<file path="src/rtl/btn_pkg.sv">
// Shared types and constants for the button lockout scheduler family.
package btn_pkg;

    typedef enum logic [1:0] {
        ST_IDLE,
        ST_LOCK,
        ST_HOLD
    } btn_state_t;

    // Defaults for the 24 MHz system clock: 150 ms lockout, 300 ms repeat.
    localparam int DEF_LOCKOUT_CYCLES = 3600000;
    localparam int DEF_REPEAT_CYCLES  = 7200000;

    // Counter must be able to hold the larger of the two terminal values.
    function automatic int cnt_width(input int lock_c, input int rep_c);
        int m;
        m = (lock_c > rep_c) ? lock_c : rep_c;
        return $clog2(m + 1);
    endfunction

endpackage

</file>
<file path="src/rtl/btn_rr_pick.sv">
// Combinational round-robin picker: first set request after i_ptr, wrapping.
module btn_rr_pick #(
    parameter int N  = 4,
    parameter int IW = $clog2(N)
) (
    input  logic [N-1:0]  i_req,
    input  logic [IW-1:0] i_ptr,
    output logic          o_vld,
    output logic [IW-1:0] o_idx
);

    logic [IW-1:0] w_j;

    assign o_vld = |i_req;

    // Walk from farthest to nearest so the nearest set bit after i_ptr wins.
    always_comb begin
        o_idx = '0;
        w_j   = '0;
        for (int k = N; k >= 1; k--) begin
            w_j = IW'((int'(i_ptr) + k) % N);
            if (i_req[w_j]) o_idx = w_j;
        end
    end

endmodule

</file>
<file path="src/rtl/btn_lockout_sched.sv">
// Shared-lockout button debouncer / scheduler.
// Optional auto-repeat while held: define BTN_AUTOREPEAT_EN.
module btn_lockout_sched
    import btn_pkg::*;
#(
    parameter int N_BTN          = 4,
    parameter int LOCKOUT_CYCLES = DEF_LOCKOUT_CYCLES,
    parameter int REPEAT_CYCLES  = DEF_REPEAT_CYCLES
) (
    input  logic                     clk,
    input  logic                     rst_n,
    input  logic [N_BTN-1:0]         btn_raw,
    output logic [N_BTN-1:0]         pulse_o,
    output logic [$clog2(N_BTN)-1:0] grant_idx,
    output logic                     busy
);

    localparam int IW = $clog2(N_BTN);
    localparam int CW = cnt_width(LOCKOUT_CYCLES, REPEAT_CYCLES);

    logic [N_BTN-1:0] r_sync1, r_s, r_s_d, r_pend, r_pulse;
    logic [IW-1:0]    r_rr, r_grant;
    logic [CW-1:0]    r_cnt;
    logic             r_busy;
    btn_state_t       r_state;

    logic [N_BTN-1:0] w_rise, w_ign, w_clr;
    logic             w_pick_vld;
    logic [IW-1:0]    w_pick_idx;

    assign pulse_o   = r_pulse;
    assign grant_idx = r_grant;
    assign busy      = r_busy;

    assign w_rise = r_s & ~r_s_d;
    // A re-rise of the granted button while locked out is contact bounce.
    assign w_ign  = (r_state == ST_LOCK) ? (N_BTN'(1) << r_grant) : '0;
    assign w_clr  = (r_state == ST_IDLE && w_pick_vld) ? (N_BTN'(1) << w_pick_idx) : '0;

    btn_rr_pick #(.N(N_BTN), .IW(IW)) u_pick (
        .i_req (r_pend),
        .i_ptr (r_rr),
        .o_vld (w_pick_vld),
        .o_idx (w_pick_idx)
    );

    // Two-flop synchroniser plus delayed copy for rising-edge detection.
    always_ff @(posedge clk) begin
        if (!rst_n) begin
            r_sync1 <= '0;
            r_s     <= '0;
            r_s_d   <= '0;
        end else begin
            r_sync1 <= btn_raw;
            r_s     <= r_sync1;
            r_s_d   <= r_s;
        end
    end

    // Pending presses: the grant clears its own bit, new rises on other bits still land.
    always_ff @(posedge clk) begin
        if (!rst_n) r_pend <= '0;
        else        r_pend <= (r_pend & ~w_clr) | (w_rise & ~w_ign & ~w_clr);
    end

    // Scheduler FSM: grant from IDLE, time the shared lockout, optional hold/repeat.
    always_ff @(posedge clk) begin
        if (!rst_n) begin
            r_state <= ST_IDLE;
            r_rr    <= IW'(N_BTN - 1);
            r_grant <= '0;
            r_cnt   <= '0;
            r_pulse <= '0;
            r_busy  <= 1'b0;
        end else begin
            r_pulse <= '0;
            case (r_state)
                ST_IDLE: begin
                    if (w_pick_vld) begin
                        r_pulse <= N_BTN'(1) << w_pick_idx;
                        r_grant <= w_pick_idx;
                        r_rr    <= w_pick_idx;
                        r_cnt   <= '0;
                        r_state <= ST_LOCK;
                        r_busy  <= 1'b1;
                    end
                end
                ST_LOCK: begin
                    if (r_cnt == CW'(LOCKOUT_CYCLES - 1)) begin
`ifdef BTN_AUTOREPEAT_EN
                        if (r_s[r_grant]) begin
                            r_state <= ST_HOLD;
                            r_cnt   <= '0;
                        end else begin
                            r_state <= ST_IDLE;
                            r_busy  <= 1'b0;
                        end
`else
                        r_state <= ST_IDLE;
                        r_busy  <= 1'b0;
`endif
                    end else begin
                        r_cnt <= r_cnt + 1'b1;
                    end
                end
`ifdef BTN_AUTOREPEAT_EN
                // HOLD spans REPEAT_CYCLES+1 cycles, so repeats recur every
                // LOCKOUT_CYCLES+REPEAT_CYCLES+1 cycles; rr pointer untouched.
                ST_HOLD: begin
                    if (!r_s[r_grant]) begin
                        r_state <= ST_IDLE;
                        r_busy  <= 1'b0;
                    end else if (r_cnt == CW'(REPEAT_CYCLES)) begin
                        r_pulse <= N_BTN'(1) << r_grant;
                        r_state <= ST_LOCK;
                        r_cnt   <= '0;
                    end else begin
                        r_cnt <= r_cnt + 1'b1;
                    end
                end
`endif
                default: begin
                    r_state <= ST_IDLE;
                    r_busy  <= 1'b0;
                end
            endcase
        end
    end

endmodule
</file>
<file path="config.mk">
export PLATFORM = sky130hd
export DESIGN_NAME = btn_lockout_sched
export DESIGN_NICKNAME = d
export VERILOG_FILES = /design/src/rtl/btn_pkg.sv /design/src/rtl/btn_rr_pick.sv /design/src/rtl/btn_lockout_sched.sv
export SDC_FILE = /design/constraint.sdc
export NUM_CORES = 1
export LEC_CHECK = 0
export BUFFER_PORTS_ARGS = -buffer_cell sky130_fd_sc_hd__buf_2
export CAP_MARGIN = 20
export CORE_ASPECT_RATIO = 0.5
export CORE_MARGIN = 2
export CORE_UTILIZATION = 56
export CTS_BUF_LIST = sky130_fd_sc_hd__clkbuf_4
export CTS_CLUSTER_SIZE = 12
export DETAILED_ROUTE_END_ITERATION = 12
export GPL_TIMING_DRIVEN = 0
export PLACE_DENSITY = 0.75
export SLEW_MARGIN = 10
export SYNTH_ARGS = -nofsm -noshare
export SYNTH_HDL_FRONTEND = slang
export SYNTH_SLANG_ARGS = --single-unit
</file>
<file path="constraint.sdc">
create_clock -name clk -period 2.4 [get_ports clk]
set_input_delay 0.36 -clock clk [delete_from_list [all_inputs] [get_ports clk]]
set_output_delay 0.36 -clock clk [all_outputs]
set_load 0.02 [all_outputs]
</file>
==> results by group <==
Finish
  – Fill cells: 302
  – Sequential Area: 960.9 µm²
  – Layout cells sized above 1: 10.61%
  – N_diodes: 0
  – Area grow syn2layout: 7.913%
  – Multi-input logic area: 1089 µm²
  – Layout Nets: 271

Critical path
  – Reg2Reg Setup Slack: 270 ps
  – CP max FO: 10
  – Startpoint types: flip-flop
  – Worst Path Arrival: 2390 ps
  – CP Class: flip-flop to flip-flop
  – FF-to-FF End: r_cnt[4]$_SDFFE_PN0P_
  – Worst endpoint required time: 2660 ps
  – Worst reg-to-reg path cell count: 7
  – Worst r2r src: busy$_SDFFE_PN0P_
  – CP endpoint kind: flip-flop

STA
  – Rel. slew slack: 64.19%
  – Final setup vio count: 0
  – Clock skew: 9.285 ps
  – Slew Limit Fails: 0
  – Max frequency: 469.6 MHz
  – Total negative slack: 0 ps
  – Minimum clock period: 2129 ps
  – Tcrit/Tclk final: 88.72%
  – RSZ-0062 raised after global routing: false
  – Final hold vios: 0
  – Worst Tran Pin Value: 536.6 ps

Worst hold path
  – Hold EP: r_sync1[0]$_SDFF_PN0_
  – Worst hold path startpoint: btn_raw[0]
  – Hold Path Class: input port to flip-flop
  – Hold Crit Depth: 2

Drt
  – Vias after detailed routing: 1801
  – Drt total wl: 4540 µm
  – Pre-Repair DR Iteration Count: 4
  – ANT nets after route: 0
  – DRC viols: 0
  – WL/cell: 14.41 µm
  – First DRT Iteration DRCs: 76
  – Vias per inst: 5.717

Clocking
  – Root cell of the clock tree: clkbuf_4
  – Post-CTS Hold Fix Bufs: 0
  – Post-CTS Setup Bufs: 0
  – Post_cts resized: 0
  – Clock tree from TritonCTS: yes
  – Clk slew on worst S/H paths: 140 ps
  – Clk_lat worst skew: 370 ps
  – H-Tree Depth: 2
  – Bufs on Longest Clock Path: 2
  – Cts bufs inserted: 5
  – CTS sink cnt: 48

Power
  – LEAKAGE: 0.8888 nW
  – Max IR drop VDD: 0.3320 mV
  – PwrDens: 622.7 nW/µm²
  – Clock power frac: 25.7%
  – Sw Ratio: 29.49%
  – Net switching power: 423.0 µW
  – Internal power: 1.011 mW
  – Total Power: 1.434 mW
  – Sequential share of power: 59.3%
  – Comb power frac: 15.0%

Logic synthesis
  – Synth Net Count: 253
  – Post-Syn Area per Cell: 8.677 µm²
  – Yosys reg bits: 48
  – Cells after synthesis: 246
  – Sequential share of the synthesized area: 45.02%
  – Ys flop type: dfxtp_1
  – Mapped Area: 2135 µm²
  – Number of synthesized flops with an enable pin: 0
  – Post-synth cell types: 46
  – Ys Warns: 0
  – Synth async-reset ratio: 0%

Global route
  – Total global routing track utilization: 22.37%
  – GRT overflow: 0
  – Vias in the first global route: 1573
  – Global-route wire length before repair: 7279 µm
  – Largest net degree at the start of global routing: 15
  – Initial antenna violation count: 0

Place
  – PortBufs: 11
  – Final RePlAce weighted congestion: 0.8678
  – Detail Placement HPWL: 3175 µm

Die
  – Initial Util: 60.18%
  – Top-level I/O count: 13
  – Die Span X: 91.31 µm
  – Die footprint: 4351 µm²
  – Die span in y: 47.66 µm
  – Core Footprint: 3547 µm²
  – Row count: 15

Outcome
  – Status: complete, no violations

Job
  – # Max-Cap Violations: 0
## sequential cells by signal, indices dropped and copies added (netlist names), 2 cells and up
signal / cells
r_rr: 2
r_sync1: 4
r_cnt: 23
r_pend: 4
pulse_o: 4
r_s_d: 4
grant_idx: 2
r_s: 4
## worst max path at each step
stage,start,end,depth (start not counted)
finish,busy$_SDFFE_PN0P_,r_cnt[4]$_SDFFE_PN0P_,7
global route,r_pend[3]$_SDFF_PN0_,r_cnt[19]$_SDFFE_PN0P_,7
floorplan,busy$_SDFFE_PN0P_,r_cnt[5]$_SDFFE_PN0P_,7
CTS,busy$_SDFFE_PN0P_,r_cnt[4]$_SDFFE_PN0P_,7
global placement,busy$_SDFFE_PN0P_,r_cnt[5]$_SDFFE_PN0P_,7
detailed placement,r_pend[3]$_SDFF_PN0_,r_cnt[19]$_SDFFE_PN0P_,7
## layout make-up
class,count,area share [%]
plain buffers,11,2.390
clock buffers,5,1.630
clock inverters,2,0.5432
inverters,8,1.304
multi-input cells,179,47.26
flip-flops and latches,48,41.72
well taps,51,2.770
repair buffers,11,2.390
## routing by layer
metal | vias up | GRT usage [%] | part of all wire (%)
li1 | 905 | - | -
met1 | 843 | 28.32 | 48
met2 | 48 | 38.22 | 45
met3 | 5 | 6.142 | 5.8
met4 | 0 | 9.091 | 0.86
met5 | - | 0 | 0
## cell usage after synthesis, types with 2 or more instances
cell / instances / share of area [%]
o31ai_1: 3 / 1.1
and4_1: 3 / 1.2
o21a_1: 2 / 0.70
a21boi_1: 2 / 0.70
xor2_1: 2 / 0.82
nor3b_1: 4 / 1.4
clkbuf_1: 7 / 1.2
o221a_2: 2 / 1.1
and3_1: 5 / 1.5
nor4_1: 2 / 0.59
o21ai_0: 7 / 1.6
or4_1: 7 / 2.5
a311oi_1: 2 / 0.82
nand3_1: 13 / 3.0
or3_1: 5 / 1.5
nand4_1: 3 / 0.88
inv_1: 8 / 1.4
dfxtp_1: 48 / 45
a31oi_1: 2 / 0.59
buf_2: 2 / 0.47
mux2i_1: 9 / 4.2
nor2b_1: 5 / 1.5
nand2_1: 30 / 5.3
a21oi_1: 12 / 2.8
nor2_1: 15 / 2.6
nand2b_1: 9 / 2.6
o21ai_1: 5 / 1.2
and2_1: 14 / 4.1
## power by group through the flow
stage               sequential (mW)  clock, mW  combinational, mW
CTS                           0.849      0.374              0.215
detailed placement            0.867          0              0.213
finish                        0.850      0.369              0.215
global route                  0.854      0.406              0.238
global placement              0.866          0              0.208
floorplan                     0.872          0              0.147
## layout by cell type (no fill, tap or decap), types with 2 or more instances in the layout
cell type  count
nor2b_1        5
o21ai_1        5
inv_1          8
nand4_1        3
dfxtp_1       48
mux2i_1        9
and2_1        14
nand2_1       30
a21boi_1       2
nor4_1         2
or3_1          5
nor3b_1        4
nand3_1       13
o21ai_0        7
and4_1         3
clkbuf_4       5
a21oi_1       12
nand2b_1       9
a311oi_1       2
clkbuf_1       7
nor2_1        15
a31oi_1        2
o221a_2        2
o31ai_1        3
or4_1          7
buf_2         13
and3_1         5
xor2_1         2
o21a_1         2
## stage by stage
step           area [µm²]  util, %  hold slack [ps]  setup WS (ps)  std cells
2_1_floorplan        2135        -            411.9          360.2        246
3_3_place_gp         2253    63.53            416.4          349.6        308
3_5_place_dp         2253    63.53            418.7          325.4        308
4_1_cts              2303    64.94            177.1          262.2        315
5_1_grt              2303    64.94            169.8          128.0        315
6_report             2303    64.94            189.0          270.6        315
## logic make-up (layout without fill, tap and decap cells)
kind of cell	after synthesis	in the layout	share of synthesized area [%]
mux	9	9	4.221
fa+ha+maj	1	1	0.5861
simple gates	124	124	32.12
xor+xnor	3	3	1.231
flops	48	48	45.02
compound gates	42	42	12.84
buf+inv	19	37	3.986
## critical path, stage by stage (launching register included)
cell and delay, ps:
dfxtp_1 370, buf_4 170, or4b_1 470, or4_4 450
o21ai_4 200, buf_6 170, or3_1 110, a21oi_1 60
Power figures use the tool's default switching activity.
